===== src/rtl/vga_fb_pkg.sv =====
// vga_fb_pkg: shared FSM state type and default geometry for the VGA line-fetch scheduler.
package vga_fb_pkg;
    typedef enum logic [1:0] {IDLE, RD_CMD, RD_DATA, WR_CMD} state_t;
    localparam int DEF_H_ACT       = 640;
    localparam int DEF_V_ACT       = 480;
    localparam int DEF_BURST_LEN   = 8;
    localparam int DEF_WR_SLOT     = 4;
    localparam int FB_ADDR_W       = 22;
    localparam int BURSTS_PER_LINE = DEF_H_ACT / DEF_BURST_LEN;
endpackage


===== src/rtl/vga_line_fetch_sched_if.sv =====
// vga_line_fetch_sched_if: frame-buffer memory command port shared by display reads and the writer.
interface vga_line_fetch_sched_if #(
    parameter int ADDR_W = vga_fb_pkg::FB_ADDR_W
);
    logic              oMem_Req;
    logic              oMem_We;
    logic [ADDR_W-1:0] oMem_Addr;
    logic              iMem_Ack;
    logic              iMem_Rvalid;
    modport master (output oMem_Req, oMem_We, oMem_Addr, input iMem_Ack, iMem_Rvalid);
    modport slave  (input oMem_Req, oMem_We, oMem_Addr, output iMem_Ack, iMem_Rvalid);
endinterface


===== src/rtl/vga_fetch_addr_gen.sv =====
// vga_fetch_addr_gen: line base, burst and pixel counters; yields the read address and line-done.
module vga_fetch_addr_gen #(
    parameter int H_ACT     = vga_fb_pkg::DEF_H_ACT,
    parameter int V_ACT     = vga_fb_pkg::DEF_V_ACT,
    parameter int BURST_LEN = vga_fb_pkg::DEF_BURST_LEN,
    parameter int ADDR_W    = vga_fb_pkg::FB_ADDR_W
) (
    input  logic              iCLK,
    input  logic              iRST_N,
    input  logic              i_start,
    input  logic [10:0]       i_y,
    input  logic              i_busy,
    input  logic              i_beat,
    output logic [ADDR_W-1:0] o_rd_addr,
    output logic [9:0]        o_pix,
    output logic              o_burst_end,
    output logic              o_line_done
);
    localparam int BPL = H_ACT / BURST_LEN;
    localparam int BW  = $clog2(BPL + 1);
    localparam int CW  = $clog2(BURST_LEN + 1);
    logic [ADDR_W-1:0] r_base;
    logic [BW-1:0]     r_burst;
    logic [9:0]        r_pix;
    logic [CW-1:0]     r_beat;
    logic              r_restart;
    logic [10:0]       w_y;
    logic              w_clear;
    assign w_y         = (i_y >= 11'(V_ACT)) ? 11'(V_ACT - 1) : i_y;
    assign o_rd_addr   = r_base + ADDR_W'(int'(r_burst) * BURST_LEN);
    assign o_pix       = r_pix;
    assign o_burst_end = i_beat && (r_beat == CW'(BURST_LEN - 1));
    assign o_line_done = o_burst_end && !r_restart && !i_start && (r_burst == BW'(BPL - 1));
    // A new line that lands mid-burst only takes effect once that burst has drained.
    assign w_clear     = (i_start && !i_busy) || (o_burst_end && (r_restart || i_start || o_line_done));
    always_ff @(posedge iCLK or negedge iRST_N) begin
        if (!iRST_N) begin
            r_base    <= '0;
            r_burst   <= '0;
            r_pix     <= '0;
            r_beat    <= '0;
            r_restart <= 1'b0;
        end else begin
            if (i_start) r_base <= ADDR_W'(int'(w_y) * H_ACT);
            if (i_beat) begin
                r_pix  <= r_pix + 10'd1;
                r_beat <= o_burst_end ? '0 : r_beat + CW'(1);
                if (o_burst_end) r_burst <= r_burst + BW'(1);
            end
            if (w_clear) begin
                r_burst <= '0;
                r_pix   <= '0;
            end
            r_restart <= (i_start && i_busy && !o_burst_end) || (r_restart && !o_burst_end);
        end
    end
endmodule


===== src/rtl/vga_line_fetch_sched.sv =====
// vga_line_fetch_sched: prefetches display lines into a ping-pong buffer and shares the
// frame-buffer command port with the writer. Define WR_FAIR_EN to bound writer starvation.
module vga_line_fetch_sched
    import vga_fb_pkg::*;
#(
`ifdef WR_FAIR_EN
    parameter int WR_SLOT   = DEF_WR_SLOT,
`endif
    parameter int H_ACT     = DEF_H_ACT,
    parameter int V_ACT     = DEF_V_ACT,
    parameter int BURST_LEN = DEF_BURST_LEN,
    parameter int ADDR_W    = FB_ADDR_W
) (
    input  logic                   iCLK,
    input  logic                   iRST_N,
    input  logic                   iLine_Start,
    input  logic [10:0]            iLine_Y,
    vga_line_fetch_sched_if.master mem,
    input  logic                   iWr_Req,
    input  logic [ADDR_W-1:0]      iWr_Addr,
    output logic                   oWr_Ack,
    output logic                   oBuf_We,
    output logic [9:0]             oBuf_Addr,
    output logic                   oBuf_Bank,
    output logic                   oLine_Ready,
    output logic                   oUnderrun
);
    state_t            r_state, w_next;
    logic              r_pending, r_mem_req, r_mem_we, r_wr_ack, r_buf_we, r_bank;
    logic              r_done_d, r_line_ready, r_underrun;
    logic [ADDR_W-1:0] r_mem_addr, w_rd_addr;
    logic [9:0]        r_buf_addr, w_pix;
    logic              w_busy, w_beat, w_burst_end, w_line_done, w_wr, w_force_wr;
    assign w_busy = (r_state == RD_CMD) || (r_state == RD_DATA);
    assign w_beat = (r_state == RD_DATA) && mem.iMem_Rvalid;
    // The writer still holds its request during the ack cycle; don't grant it twice.
    assign w_wr   = iWr_Req && !r_wr_ack;
`ifdef WR_FAIR_EN
    localparam int FW = $clog2(WR_SLOT + 1);
    logic [FW-1:0] r_fair;
    assign w_force_wr = w_wr && (r_fair == FW'(WR_SLOT));
    always_ff @(posedge iCLK or negedge iRST_N) begin
        if (!iRST_N)
            r_fair <= '0;
        else if (!iWr_Req || (r_state == IDLE && w_next == WR_CMD))
            r_fair <= '0;
        else if (r_state == RD_CMD && mem.iMem_Ack && r_fair != FW'(WR_SLOT))
            r_fair <= r_fair + FW'(1);
    end
`else
    assign w_force_wr = 1'b0;
`endif
    vga_fetch_addr_gen #(
        .H_ACT(H_ACT), .V_ACT(V_ACT), .BURST_LEN(BURST_LEN), .ADDR_W(ADDR_W)
    ) u_addr (
        .iCLK, .iRST_N, .i_start(iLine_Start), .i_y(iLine_Y), .i_busy(w_busy), .i_beat(w_beat),
        .o_rd_addr(w_rd_addr), .o_pix(w_pix), .o_burst_end(w_burst_end), .o_line_done(w_line_done)
    );
    always_comb begin
        w_next = r_state;
        case (r_state)
            IDLE:    w_next = w_force_wr ? WR_CMD : r_pending ? RD_CMD : w_wr ? WR_CMD : IDLE;
            RD_CMD:  w_next = mem.iMem_Ack ? RD_DATA : RD_CMD;
            RD_DATA: w_next = w_burst_end ? IDLE : RD_DATA;
            WR_CMD:  w_next = mem.iMem_Ack ? IDLE : WR_CMD;
            default: w_next = IDLE;
        endcase
    end
    // Bank swap trails the last beat by a cycle so that beat still lands in the filling bank.
    always_ff @(posedge iCLK or negedge iRST_N) begin
        if (!iRST_N) begin
            r_state      <= IDLE;
            r_pending    <= 1'b0;
            r_mem_req    <= 1'b0;
            r_mem_we     <= 1'b0;
            r_mem_addr   <= '0;
            r_wr_ack     <= 1'b0;
            r_buf_we     <= 1'b0;
            r_buf_addr   <= '0;
            r_bank       <= 1'b0;
            r_done_d     <= 1'b0;
            r_line_ready <= 1'b0;
            r_underrun   <= 1'b0;
        end else begin
            r_state      <= w_next;
            r_mem_req    <= (w_next == RD_CMD) || (w_next == WR_CMD);
            r_mem_we     <= (w_next == WR_CMD);
            if (r_state == IDLE) r_mem_addr <= (w_next == WR_CMD) ? iWr_Addr : w_rd_addr;
            r_wr_ack     <= (r_state == WR_CMD) && mem.iMem_Ack;
            r_buf_we     <= w_beat;
            r_buf_addr   <= r_done_d ? '0 : w_beat ? w_pix : r_buf_addr;
            r_done_d     <= w_line_done;
            r_line_ready <= r_done_d;
            r_bank       <= r_bank ^ r_done_d;
            r_pending    <= iLine_Start || (r_pending && !w_line_done);
            r_underrun   <= r_underrun || (iLine_Start && r_pending);
        end
    end
    assign mem.oMem_Req  = r_mem_req;
    assign mem.oMem_We   = r_mem_we;
    assign mem.oMem_Addr = r_mem_addr;
    assign oWr_Ack       = r_wr_ack;
    assign oBuf_We       = r_buf_we;
    assign oBuf_Addr     = r_buf_addr;
    assign oBuf_Bank     = r_bank;
    assign oLine_Ready   = r_line_ready;
    assign oUnderrun     = r_underrun;
endmodule


===== src/flat_wrapper.sv =====
// flat-port wrapper written by rule: the top's interface ports become plain ports
module vga_line_fetch_sched_flat import vga_fb_pkg::*;
#(

    parameter int H_ACT     = DEF_H_ACT,
    parameter int V_ACT     = DEF_V_ACT,
    parameter int BURST_LEN = DEF_BURST_LEN,
    parameter int ADDR_W    = FB_ADDR_W
)
  (iCLK, iRST_N, iLine_Start, iLine_Y, iWr_Req, iWr_Addr, oWr_Ack, oBuf_We, oBuf_Addr, oBuf_Bank, oLine_Ready, oUnderrun, mem_oMem_Req, mem_oMem_We, mem_oMem_Addr, mem_iMem_Ack, mem_iMem_Rvalid);
  vga_line_fetch_sched_if #(.ADDR_W(ADDR_W)) mem_i ();
  input  logic iCLK;
  input  logic iRST_N;
  input  logic iLine_Start;
  input  logic [10:0] iLine_Y;
  input  logic iWr_Req;
  input  logic [ADDR_W-1:0] iWr_Addr;
  output logic oWr_Ack;
  output logic oBuf_We;
  output logic [9:0] oBuf_Addr;
  output logic oBuf_Bank;
  output logic oLine_Ready;
  output logic oUnderrun;
  output wire logic [$bits(mem_i.oMem_Req)-1:0] mem_oMem_Req;
  output wire logic [$bits(mem_i.oMem_We)-1:0] mem_oMem_We;
  output wire logic [$bits(mem_i.oMem_Addr)-1:0] mem_oMem_Addr;
  input wire logic [$bits(mem_i.iMem_Ack)-1:0] mem_iMem_Ack;
  input wire logic [$bits(mem_i.iMem_Rvalid)-1:0] mem_iMem_Rvalid;
  assign mem_oMem_Req = mem_i.oMem_Req;
  assign mem_oMem_We = mem_i.oMem_We;
  assign mem_oMem_Addr = mem_i.oMem_Addr;
  assign mem_i.iMem_Ack = mem_iMem_Ack;
  assign mem_i.iMem_Rvalid = mem_iMem_Rvalid;
  vga_line_fetch_sched #(.H_ACT(H_ACT), .V_ACT(V_ACT), .BURST_LEN(BURST_LEN), .ADDR_W(ADDR_W)) u_core (.iCLK(iCLK), .iRST_N(iRST_N), .iLine_Start(iLine_Start), .iLine_Y(iLine_Y), .mem(mem_i), .iWr_Req(iWr_Req), .iWr_Addr(iWr_Addr), .oWr_Ack(oWr_Ack), .oBuf_We(oBuf_We), .oBuf_Addr(oBuf_Addr), .oBuf_Bank(oBuf_Bank), .oLine_Ready(oLine_Ready), .oUnderrun(oUnderrun));
endmodule

===== config.mk =====
export PLATFORM = sky130hd
export DESIGN_NAME = vga_line_fetch_sched_flat
export DESIGN_NICKNAME = d
export VERILOG_FILES = /design/src/rtl/vga_fb_pkg.sv /design/src/rtl/vga_line_fetch_sched_if.sv /design/src/rtl/vga_fetch_addr_gen.sv /design/src/rtl/vga_line_fetch_sched.sv /design/src/flat_wrapper.sv
export SDC_FILE = /design/constraint.sdc
export NUM_CORES = 1
export LEC_CHECK = 0
export CORE_MARGIN = 3
export CORE_UTILIZATION = 25
export CTS_CLUSTER_DIAMETER = 60
export DETAILED_ROUTE_END_ITERATION = 8
export GPL_TIMING_DRIVEN = 0
export HOLD_SLACK_MARGIN = 0.03
export PLACE_DENSITY_LB_ADDON = 0.05
export SLEW_MARGIN = 20
export SYNTH_ARGS = -nofsm -noshare
export SYNTH_HDL_FRONTEND = slang
export SYNTH_SLANG_ARGS = --single-unit

===== constraint.sdc =====
create_clock -name iCLK -period 2.4 [get_ports iCLK]
set_input_delay 0.24 -clock iCLK [delete_from_list [all_inputs] [get_ports iCLK]]
set_output_delay 0.24 -clock iCLK [all_outputs]
set_load 0.05 [all_outputs]

# After elaboration in Yosys (flattened, before gate mapping)

Index checks and enable logic that the tools add are counted.

Add/subtract/negate cells: 4
Multipliers: 1
Order comparisons: 1
Equal/unequal tests: 7
Mux-type cells: 16
Bitwise gates (word level): 1
Reduce and logical (&&, ||, !) cells: 33

Operators by type and width:

| kind                    | number |
|---|---|
| $mux W10                | 4 |
| $add A22 B10 Y22        | 1 |
| $mux W22                | 1 |
| $mux W7                 | 3 |
| $logic_and A1 B1 Y1     | 14 |
| $mul A11 B3 Y14 const B | 1 |
| $ge A11 B9 Y1 const B   | 1 |
| $mux W11                | 1 |
| $add A10 B1 Y10 const B | 1 |
| $mux W2                 | 5 |
| $logic_or A1 B1 Y1      | 8 |
| $pmux W2 S4             | 1 |
| $add A7 B1 Y7 const B   | 1 |
| $eq A7 B7 Y1 const B    | 1 |
| $eq A2 B2 Y1 const B    | 3 |
| $logic_not A1 Y1        | 6 |
| $reduce_bool A2 Y1      | 3 |
| $add A4 B1 Y4 const B   | 1 |
| $eq A2 B1 Y1 const B    | 2 |
| $eq A4 B3 Y1 const B    | 1 |
| $mux W4                 | 1 |
| $logic_not A2 Y1        | 1 |
| $reduce_and A2 Y1       | 1 |
| $xor A1 B1 Y1           | 1 |

Bits in registers: 80
Input port bits: 39
Output and inout bits: 39
Logic and storage cells: 80

# Longest topological paths before layout

Word-level depth: 11
Depth in mapped cells: 11
Mapped depth without buffers: 11

# By module

From an unflattened synthesis, not the netlist that was laid out.

Cells, all modules: 432
Area, all modules: 4414.2 sq um

By module, submodules not included:

| module               | instances | cells each | area an instance (sq um) | seq. area each (sq um) |
|---|---|---|---|---|
| vga_fetch_addr_gen   | 1         | 281        | 2611.3                   | 900.9 |
| vga_line_fetch_sched | 1         | 151        | 1803.0                   | 1051.0 |

# Worst setup path before layout

No wires, ideal clock.

Path kind: input-to-reg
Start: in iLine_Y[8]
End: reg u_core.u_addr.r_base[16]
Setup time: 0.125 ns
Arrival: 2.666 ns
Required time: 2.275 ns
Setup slack: -0.391 ns
Stages on the path: 11
Path buffers: 0
Cell sequence: and4_1 -> nor3_2 -> nand2b_1 -> ha_1 -> ha_1 -> fa_1 -> a211oi_1 -> o21bai_1 -> a21oi_1 -> xnor2_1 -> mux2_2

Word-level cells in the longest chain between the ends: 3

Ends and longest elaborated chain:

| element                        | RTL line                 | source |
|---|---|---|
| start, declared                | flat_wrapper.sv:15       | `input logic [10:0] iLine_Y;` |
| $ge A11 B9 Y1                  | vga_fetch_addr_gen.sv:29 | `assign w_y = (i_y >= 11'(V_ACT)) ? 11'(V_ACT - 1) : i_y;` |
| $mux W11                       | vga_fetch_addr_gen.sv:29 |  |
| named net u_core.u_addr.w_y[1] | vga_fetch_addr_gen.sv:27 | `logic [10:0] w_y;` |
| $mul A11 B3 Y14                | vga_fetch_addr_gen.sv:44 | `if (i_start) r_base <= ADDR_W'(int'(w_y) * H_ACT);` |
| end signal, assigned           | vga_fetch_addr_gen.sv:44 |  |
| end, declared                  | vga_fetch_addr_gen.sv:22 | `logic [ADDR_W-1:0] r_base;` |

The timed path passes the listed nets, and every way through them passes these cells.
A chain may end at the register's enable or synchronous reset.

# Worst setup path after layout

Start: in iLine_Y[6]
End: reg u_core.u_addr.r_base[16]

Word-level cells in the longest chain between the ends: 3

Ends and longest elaborated chain:

| element           | RTL line |
|---|---|
| $ge A11 B9 Y1     | vga_fetch_addr_gen.sv:29 |
| $mux W11 *        | vga_fetch_addr_gen.sv:29 |
| $mul A11 B3 Y14 * | vga_fetch_addr_gen.sv:44 |

Every way passes the cells marked *; elsewhere a longest branch is shown, timed or not.

==> insert_results.sql <==
INSERT INTO impl_metrics (metric_group, metric, value, unit) VALUES
('logic_synthesis', 'synth_top_flop_cell', 'sky130_fd_sc_hd__dfrtp_1', ''),
('grt', 'number_of_antenna_violations_at_the_first_check_in_global_routing', '0', ''),
('floorplanning', 'initial_utilization', '25.6', '%'),
('critical_path', 'critical_path.startpoint', 'iLine_Y[6]', ''),
('worst_hold_path', 'hold_start', 'iLine_Y[9]', ''),
('power_and_ir_drop', 'vdd_drop_max', '0.000460', 'V'),
('logic_synthesis', 'post_synthesis_compound_gate_area_fraction', '13.4', '%'),
('critical_path', 'timing.critical_path.from_type', 'input port', ''),
('floorplanning', 'design.die.area', '18600', 'um^2'),
('cells_and_area', 'multi_input_gate_area', '2270', 'um^2'),
('logic_synthesis', 'proportion_of_synthesized_chip_area_in_sequential_cells', '46.4', '%'),
('worst_hold_path', 'hp-class', 'in2reg', ''),
('cts', 'cts_made_buffers', '9', ''),
('logic_synthesis', 'ys_types', '50', ''),
('detailed_routing', 'drc_violations', '0', ''),
('place', 'place_congestion', '0.759', ''),
('cells_and_area', 'finish.net_count', '614', ''),
('detailed_routing', 'dr.pass1.iters', '4', ''),
('grt', 'grt_pass1_vias', '3504', ''),
('sta', 'layout_setup_ws', '0.0175', 'ns'),
('logic_synthesis', 'yosys.area_share.xor_xnor', '6.78', '%'),
('logic_synthesis', 'syn-cell-area', '4260', 'um^2'),
('sta', 'fmax', '420', 'MHz'),
('cells_and_area', 'fillers', '1689', ''),
('detailed_routing', 'dr.first_iter.drc_count', '158', ''),
('power_and_ir_drop', 'leakagePower', '0.00248', 'uW'),
('critical_path', 'worstSetupPathType', 'in2reg', ''),
('logic_synthesis', 'proportion_of_synthesized_area_in_mux_cells', '2.58', '%'),
('floorplanning', 'die_h', '137', 'um'),
('cells_and_area', 'regArea', '1980', 'um^2'),
('critical_path', 'crit_arrival', '2.60', 'ns'),
('detailed_routing', 'postRouteWirelength', '11200', 'um'),
('detailed_routing', 'route.antenna.remaining_nets', '0', ''),
('power_and_ir_drop', 'pwr_density_cell', '938', 'nW/um^2'),
('logic_synthesis', 'post_synth_most_frequent_cells', '79 x sky130_fd_sc_hd__dfrtp_1, 66 x sky130_fd_sc_hd__nand2_1, 44 x sky130_fd_sc_hd__nor2_1, 27 x sky130_fd_sc_hd__ha_1, 23 x sky130_fd_sc_hd__a21oi_1', ''),
('critical_path', 'crit_required', '2.62', 'ns'),
('sta', 'timing_hold_violations_final', '0', ''),
('cts', 'clk_transition_reported_paths', '0.07', 'ns'),
('logic_synthesis', 'synth_largest_type_area_fraction', '46.4', '%'),
('grt', 'grt_resource_usage_total', '12.7', '%'),
('logic_synthesis', 'synth_enable_flop_cells', '0', ''),
('logic_synthesis', 'yosys.cell_count.top_type', 'sky130_fd_sc_hd__dfrtp_1', ''),
('place', 'dpl.hpwl', '8230', 'um'),
('cts', 'cts-root-buf', 'sky130_fd_sc_hd__clkbuf_16', ''),
('cts', 'tritoncts', 'built', ''),
('power_and_ir_drop', 'total_power', '5480', 'uW'),
('grt', 'global_route.overflow_total', '0', ''),
('logic_synthesis', 'synth.largest_area_cell', 'sky130_fd_sc_hd__dfrtp_1', ''),
('cells_and_area', 'proportion_of_layout_cells_with_a_drive_suffix_above_1', '14.0', '%'),
('grt', 'grt_max_degree', '43', ''),
('critical_path', 'end_kind', 'register', ''),
('detailed_routing', 'viasPerCell', '4.47', ''),
('sta', 'period_minus_slack', '2.38', 'ns'),
('logic_synthesis', 'synthCells', '438', ''),
('cts', 'cts_sinks', '79', ''),
('critical_path', 'r2r_start', 'u_core.u_addr.r_burst[0]', ''),
('place', 'numPortBuffers', '77', ''),
('logic_synthesis', 'synthesis.yosys.warnings', '0', ''),
('run_status', 'outcome', 'finished, final reports clean', ''),
('sta', 'maxSlewViolCount', '0', ''),
('sta', 'final.period_utilization', '99.3', '%'),
('detailed_routing', 'avgRoutedWirePerCell', '14.5', 'um'),
('place', 'pre_cts_slack', '-1.00', 'ns'),
('logic_synthesis', 'synth_area_per_cell', '9.73', 'um^2'),
('sta', 'skew', '0.00883', 'ns'),
('cells_and_area', 'insertedDiodeCount', '0', ''),
('floorplanning', 'chipWidth', '137', 'um'),
('detailed_routing', 'via_count', '3444', ''),
('floorplanning', 'pin_count', '78', ''),
('floorplanning', 'design.core.area', '16600', 'um^2'),
('cells_and_area', 'synthToLayoutAreaGrowth', '37.2', '%');
cell families (layout without fill, tap and decap cells):
logic type | count (synthesis) | after routing
buffers and inverters | 28 | 139
muxes | 10 | 10
DFF | 79 | 79
adders and majority gates | 29 | 29
AOI/OAI and AO/OA | 89 | 89
and+or+nand+nor | 169 | 169
other | 1 | 3
xor gates and xnor gates | 33 | 33
through the flow:
stage	hold WS [ns]	std cells	util [%]	setup TNS, ns	cell area, um^2
2_1_floorplan	-0.0556	440	-	-0.303	4300
3_3_place_gp	0.454	737	32.1	-167.59	5350
3_5_place_dp	0.276	738	32.2	-6.36	5370
4_1_cts	0.391	771	35.0	-0.00310	5820
5_1_grt	0.416	771	35.1	-0.208	5840
6_report	0.385	771	35.1	0	5840
layout by cell type, fill, tap and decap left out, types with 3 or more instances in the layout:
master,Yosys,layout
sky130_fd_sc_hd__a21o_1,6,6
sky130_fd_sc_hd__a21oi_1,23,23
sky130_fd_sc_hd__a2bb2oi_1,7,7
sky130_fd_sc_hd__a31oi_1,10,9
sky130_fd_sc_hd__and3_1,7,7
sky130_fd_sc_hd__buf_2,5,7
sky130_fd_sc_hd__buf_4,0,17
sky130_fd_sc_hd__buf_6,1,3
sky130_fd_sc_hd__clkbuf_1,7,7
sky130_fd_sc_hd__clkbuf_16,0,9
sky130_fd_sc_hd__clkdlybuf4s50_1,0,70
sky130_fd_sc_hd__conb_1,1,3
sky130_fd_sc_hd__dfrtp_1,79,79
sky130_fd_sc_hd__ha_1,27,24
sky130_fd_sc_hd__ha_4,0,3
sky130_fd_sc_hd__inv_1,12,12
sky130_fd_sc_hd__mux2_2,8,6
sky130_fd_sc_hd__nand2_1,66,66
sky130_fd_sc_hd__nand2b_1,9,8
sky130_fd_sc_hd__nand3_1,8,8
sky130_fd_sc_hd__nand4_1,7,7
sky130_fd_sc_hd__nand4b_1,3,3
sky130_fd_sc_hd__nor2_1,44,43
sky130_fd_sc_hd__nor2b_1,5,5
sky130_fd_sc_hd__nor3_1,5,5
sky130_fd_sc_hd__o21ai_0,17,15
sky130_fd_sc_hd__o21ai_1,4,5
sky130_fd_sc_hd__o21bai_1,3,3
sky130_fd_sc_hd__o2bb2ai_1,7,7
sky130_fd_sc_hd__or3_1,3,3
sky130_fd_sc_hd__xnor2_1,17,17
sky130_fd_sc_hd__xor2_1,16,16
critical path, stage by stage:
cell and delay [ns]:
sky130_fd_sc_hd__buf_6 0.09, sky130_fd_sc_hd__and4_4 0.18, sky130_fd_sc_hd__nor3_4 0.20, sky130_fd_sc_hd__buf_4 0.17
sky130_fd_sc_hd__nand2b_4 0.06, sky130_fd_sc_hd__ha_4 0.24, sky130_fd_sc_hd__ha_4 0.17, sky130_fd_sc_hd__fa_2 0.37
sky130_fd_sc_hd__a211oi_4 0.28, sky130_fd_sc_hd__o21bai_1 0.08, sky130_fd_sc_hd__a21oi_1 0.17, sky130_fd_sc_hd__xnor2_1 0.09
sky130_fd_sc_hd__mux2_4 0.25
path summary, 6_finish.rpt:
check	endpoint	slack [ns]	depth (start not counted)
setup / recovery	u_core.u_addr.r_base[16]	0.02	13
hold / removal	u_core.u_addr.r_base[7]	0.38	4
setup reg to reg	u_core.u_addr.r_burst[2]	0.33	7
hold reg to reg	u_core.oLine_Ready	0.45	0
max in group asynchronous	u_core.mem.oMem_Addr[6]	1.35	3
min in group asynchronous	u_core.mem.oMem_Addr[17]	0.43	2
routing by layer:
| layer | up-vias | GRT usage [%] | routed length, um |
|---|---|---|---|
| li1 | 1745 | - | - |
| met1 | 1623 | 19.0 | 5910 |
| met2 | 68 | 18.1 | 4660 |
| met3 | 8 | 2.87 | 482 |
| met4 | 0 | 3.70 | 119 |
| met5 | - | 0 | 0 |
layout make-up:
cell class,instances,share of cell area (%)
multi-input combinational,333,38.8
sequential,79,33.8
timing repair buffer,95,15.7
tap,220,4.71
clock buffer,9,3.85
clock inverter,7,1.11
buffer,13,1.07
inverter,15,0.963
registers in the layout, summed over array words and instances (netlist names), 2 cells and up:
register	cells
u_core.mem.oMem_Addr	22
u_core.oBuf_Addr	10
u_core.r_state	2
u_core.u_addr.o_pix	10
u_core.u_addr.r_base	14
u_core.u_addr.r_beat	4
u_core.u_addr.r_burst	7
power by group:
part / switching, uW / internal [uW]
clock: 619 / 727
sequential: 209 / 1620
combinational: 1460 / 845
repair_timing:
| action | 4_1_cts | 5_1_grt |
|---|---|---|
| endpoints found under the setup margin | 9 | 12 |
| hold endpoints to repair | 41 | 0 |
| cloned | 0 | 0 |
| pin swaps | 8 | 0 |
| hold buffers | 1 | 0 |
| setup buffers | 17 | 1 |
| resized for setup | 35 | 5 |
No activity file was read; power rests on OpenSTA's default activity.
